`config.mk`:
```
export PLATFORM = sky130hd
export DESIGN_NAME = booth_iter_counter
export DESIGN_NICKNAME = d
export VERILOG_FILES = /design/src/rtl/booth_iter_counter.sv
export SDC_FILE = /design/constraint.sdc
export NUM_CORES = 1
export LEC_CHECK = 0
export CORE_UTILIZATION = 33
export CTS_CLUSTER_DIAMETER = 200
export DETAILED_ROUTE_END_ITERATION = 8
export PLACE_DENSITY = 0.66
export SYNTH_ARGS = -nofsm -noshare
export SYNTH_HDL_FRONTEND = slang
export SYNTH_SLANG_ARGS = --single-unit
export TNS_END_PERCENT = 20
```
`constraint.sdc`:
```
create_clock -name clk -period 1.3 [get_ports clk]
set_input_delay 0.195 -clock clk [delete_from_list [all_inputs] [get_ports clk]]
set_output_delay 0.195 -clock clk [all_outputs]
set_load 0.05 [all_outputs]
```
`src/rtl/booth_iter_counter.sv`:
```
// ---------------------------------------------------------------------------
// booth_iter_counter
// Iteration counter for the Booth multiplier datapath. Loads an iteration
// count (DEFAULT_LOAD or a runtime value) and steps it down by STEP on each
// decr. It flags the final iteration, pulses done at terminal count, and can
// reload itself for back-to-back multiplies.
//
// Ports
//   clk          rising-edge clock
//   rst_n        asynchronous active-low reset
//   ld_count     load strobe; highest priority
//   use_default  1: load DEFAULT_LOAD, 0: load ld_val
//   ld_val       runtime load value
//   decr         decrement request, one step per cycle high
//   count        current count (registered)
//   busy         high while in RUN (registered)
//   zero         count == 0 (combinational)
//   last         busy && count <= STEP; the next decr terminates
//   done         one-cycle terminal / zero-load pulse (registered)
//   decr_err     sticky: decr seen while idle; cleared by load (registered)
//
// state   | meaning
// --------+-----------------------------------------------------------
// ST_IDLE | no iteration in progress; decr here raises decr_err
// ST_RUN  | counting down; terminal decr ends the run or reloads it
// ---------------------------------------------------------------------------
module booth_iter_counter #(
   parameter int WIDTH        = 4,
   parameter int DEFAULT_LOAD = 4,
   parameter int STEP         = 1,
   parameter int AUTO_RELOAD  = 0
) (
   input  logic             clk,
   input  logic             rst_n,
   input  logic             ld_count,
   input  logic             use_default,
   input  logic [WIDTH-1:0] ld_val,
   input  logic             decr,
   output logic [WIDTH-1:0] count,
   output logic             busy,
   output logic             zero,
   output logic             last,
   output logic             done,
   output logic             decr_err
);

   typedef enum logic {ST_IDLE = 1'b0, ST_RUN = 1'b1} state_t;

   localparam logic [WIDTH-1:0] DEF_L  = WIDTH'(DEFAULT_LOAD);
   localparam logic [WIDTH-1:0] STEP_L = WIDTH'(STEP);

   state_t           state, state_nxt;
   logic [WIDTH-1:0] count_nxt;
   logic [WIDTH-1:0] reload, reload_nxt;
   logic             done_nxt;
   logic             err_nxt;
   logic [WIDTH-1:0] load_val;

   assign load_val = use_default ? DEF_L : ld_val;

   always_ff @(posedge clk or negedge rst_n) begin
      if (!rst_n) begin
         state    <= ST_IDLE;
         count    <= '0;
         reload   <= '0;
         done     <= 1'b0;
         decr_err <= 1'b0;
      end else begin
         state    <= state_nxt;
         count    <= count_nxt;
         reload   <= reload_nxt;
         done     <= done_nxt;
         decr_err <= err_nxt;
      end
   end

   always_comb begin
      state_nxt  = state;
      count_nxt  = count;
      reload_nxt = reload;
      done_nxt   = 1'b0;
      err_nxt    = decr_err;
      if (ld_count) begin
         // A coincident decr is dropped without flagging an error.
         count_nxt  = load_val;
         reload_nxt = load_val;
         err_nxt    = 1'b0;
         if (load_val != '0) begin
            state_nxt = ST_RUN;
         end else begin
            state_nxt = ST_IDLE;
            done_nxt  = 1'b1;
         end
      end else if (decr) begin
         if (state == ST_RUN) begin
            if (count > STEP_L) begin
               count_nxt = count - STEP_L;
            end else begin
               // Terminal: saturate rather than wrap.
               done_nxt = 1'b1;
               if (AUTO_RELOAD != 0) begin
                  count_nxt = reload;
               end else begin
                  count_nxt = '0;
                  state_nxt = ST_IDLE;
               end
            end
         end else begin
            err_nxt = 1'b1;
         end
      end
   end

   assign busy = (state == ST_RUN);
   assign zero = (count == '0);
   assign last = busy && (count <= STEP_L);

endmodule
```
==> results of run 1 <==
## cell families after synthesis
kind of cell	after synthesis	share of synthesized area [%]
buf+inv	6	5.834
compound gates	15	25.83
fa+ha+maj	3	8.334
simple gates	17	21.11
flops	7	38.89
## layout make-up
cell class | count | area [um2]
clock buffer | 4 | 26.28
fill | 64 | 178.9
inverter | 5 | 21.27
multi-input combinational | 35 | 354.1
sequential | 7 | 177.7
tap | 14 | 17.52
timing repair buffer | 37 | 410.4
## final timing paths
path,start,end,slack (ns)
max,count[0],last,-0.26
max reg2reg,count[0],count[0],-0.24
min,rst_n,done,0.22
max in group asynchronous,rst_n,count[1],0.79
min reg2reg,decr_err,decr_err,0.57
min in group clk,ld_val[1],count[1],0.56
## sequential cells by signal, summed over array words and instances, names as in the netlist
register,flops
count,4
busy,1
decr_err,1
done,1
## where the power goes
group	internal [mW]	switching, mW	leakage [nW]
Clock	0.117	0.0847	0.0150
Combinational	0.256	0.247	0.332
Sequential	0.239	0.0233	0.0833
## metrics by stage
stage / hold slack, ns / util (%) / total power, mW / cells
floorplan: -0.1006 / - / 0.4638 / 48
global placement: 0.4984 / 74.37 / 0.6950 / 94
detailed placement: 0.4972 / 74.37 / 0.7028 / 94
CTS: 0.2253 / 80.27 / 0.9433 / 101
global route: 0.2396 / 84.92 / 1.021 / 102
finish: 0.2214 / 84.92 / 0.9675 / 102
## metal layers
| metal | up-vias | routed length, um |
|---|---|---|
| met4 | 0 | 39 |
| met3 | 6 | 55 |
| li1 | 253 | - |
| met2 | 19 | 821 |
| met5 | - | 0 |
| met1 | 252 | 573 |
## placed cells by master (no fill, tap or decap), types with 2 or more instances in the layout
| cell type | instances |
|---|---|
| buf_4 | 20 |
| buf_12 | 9 |
| clkdlybuf4s50_1 | 8 |
| dfrtp_1 | 5 |
| a21oi_1 | 4 |
| inv_1 | 3 |
| nand3_1 | 3 |
| nor2_1 | 3 |
| ha_4 | 3 |
| clkbuf_4 | 3 |
| nor2_4 | 2 |
| nand2b_1 | 2 |
| a22oi_2 | 2 |
| dfrtp_2 | 2 |
## worst max-delay path: cells and delay by family (launching register included)
kind / cells / cell delay (ns)
adders and majority gates: 1 / 0.16
buffers and inverters: 1 / 0.14
DFF: 1 / 0.43
and+or+nand+nor: 3 / 0.39
## timing repair
| action | in CTS | in global routing |
|---|---|---|
| setup endpoints to repair | 7 | 10 |
| buffers inserted | 3 | 1 |
| endpoints found under the hold margin | 0 | 0 |
| pin swaps | 2 | 0 |
| gates resized for setup | 5 | 8 |
==> impl_metrics.toml, run 1 <==
[placed_design]
dp.final_hpwl_um = 1061
pre_cts_slack_ns = -0.1441
port_buffers = 17
gp_congestion = 0.8076
dpl_cell_area_um2 = 882.1

[global_route]
overflow = 0
grt-busiest-layer = "met2"
grtUsageTotal_pct = 23.88
grt_pass1_vias = 546
use_met1_pct = 26.43
grt_max_degree = 8
globalRouteMet2Util_pct = 39.17
gr-usage-met3_pct = 4.046
grt_pass1_wl_um = 2290
antenna_found_initial = 0

[timing]
rsz0062_at_grt = "yes"
fmax_ghz = 0.6390
fin_crit_sh_pct = 120.4
hold_viol = 0
worstMarginPinSlew_ns = 0.3724
period_needed_ns = 1.565
max-slew-margin-rel_pct = 75.09
clock_skew_ns = 0.002419
finalSetupTns_ns = -1.250
setup_slack_ns = -0.2649
drv_slew = 0
setup_viol = 9

[finish]
drive_above_1_share_pct = 59.09
fin_area_um2 = 1007
finalNetCount = 101
diodes = 0
areaGrowthSynthToFinish_pct = 123.6

[drt]
drt_iter0_drc = 9
drt-total-wl_um = 1490
via_per_inst = 5.196
routedWlPerCell_um = 14.61
dr.pass1.iters = 4
ant_nets = 0
drc = 0
num_vias = 530

[outcome]
violations = "setup timing"
status = "finished with violations"

[synth]
ys.flop_type = "dfrtp_1"
ys.warnings.count = 0
ys_types = 24
netlist.area_leader.share_pct = 38.89
ys_ff_latch = 7
syn_area_um2 = 450.4
synth_edf_count = 0
syn-num-nets = 60
synth-seq-area-share_pct = 38.89
synth_most_common_cell = "dfrtp_1"
syn_inst = 48
yosys-top-cells-count = "dfrtp_1 (7), inv_1 (5), nor2_1 (5)"
synth-async-reset-ratio_pct = 100.0
ys_top_cells_by_area = "dfrtp_1 (39%), ha_1 (8.3%), a21oi_1 (4.4%)"
avgSynthCellArea_um2 = 9.384
yosysTopAreaCell = "dfrtp_1"

[clock_tree]
cts_num_sinks = 7
worstSkewPairLatency_ns = 0.25
htree_levels = 1
hold_buffers = 0
cts_tree = "yes"
clockBufferDepth = 2
path_clk_slew_ns = 0.05
cts_buffers = 3
cts_root_buf = "clkbuf_4"

[critical_path]
endpoint_kind = "output port"
crit_path_max_incr_delay_ns = 0.43
cp-start-kind = "flop"
slowest_stage = "dfrtp_2"
r2r_cells = 5
critPathRequiredTime_ns = 1.11
path_cells = "ha_4, or2_4, nand2_4, nor2_4, buf_12"
cp.arrival_ns = 1.37
crit_type = "reg2out"
crit_fanout = 3

[floorplanning]
core-area_um2 = 1186
die_w_um = 38.95
rows = 12
start_util_pct = 37.97
num_io_pins = 18
die_area_um2 = 1517
die_y_um = 38.95

[pwr]
power_density_nw_per_um2 = 960.6
leakagePower_nw = 0.4304
peakVddDrop_mv = 0.6434

[job]
cap_violations = 0

[min_path]
hold_class = "in2async"
Note: power is estimated with default switching activity, not from simulation.
==> run 2, diff against run 1 <==
HOLD_SLACK_MARGIN = 0.02   (was default)
==> results of run 2 <==
Final layout, timing and power as in run 1 (identical DEF).
==> run 3, diff against run 2 <==
ABC_AREA = 0   (was default)
CAP_MARGIN = 15   (was default)
==> results of run 3 <==
Final layout, timing and power as in run 1 (identical DEF).
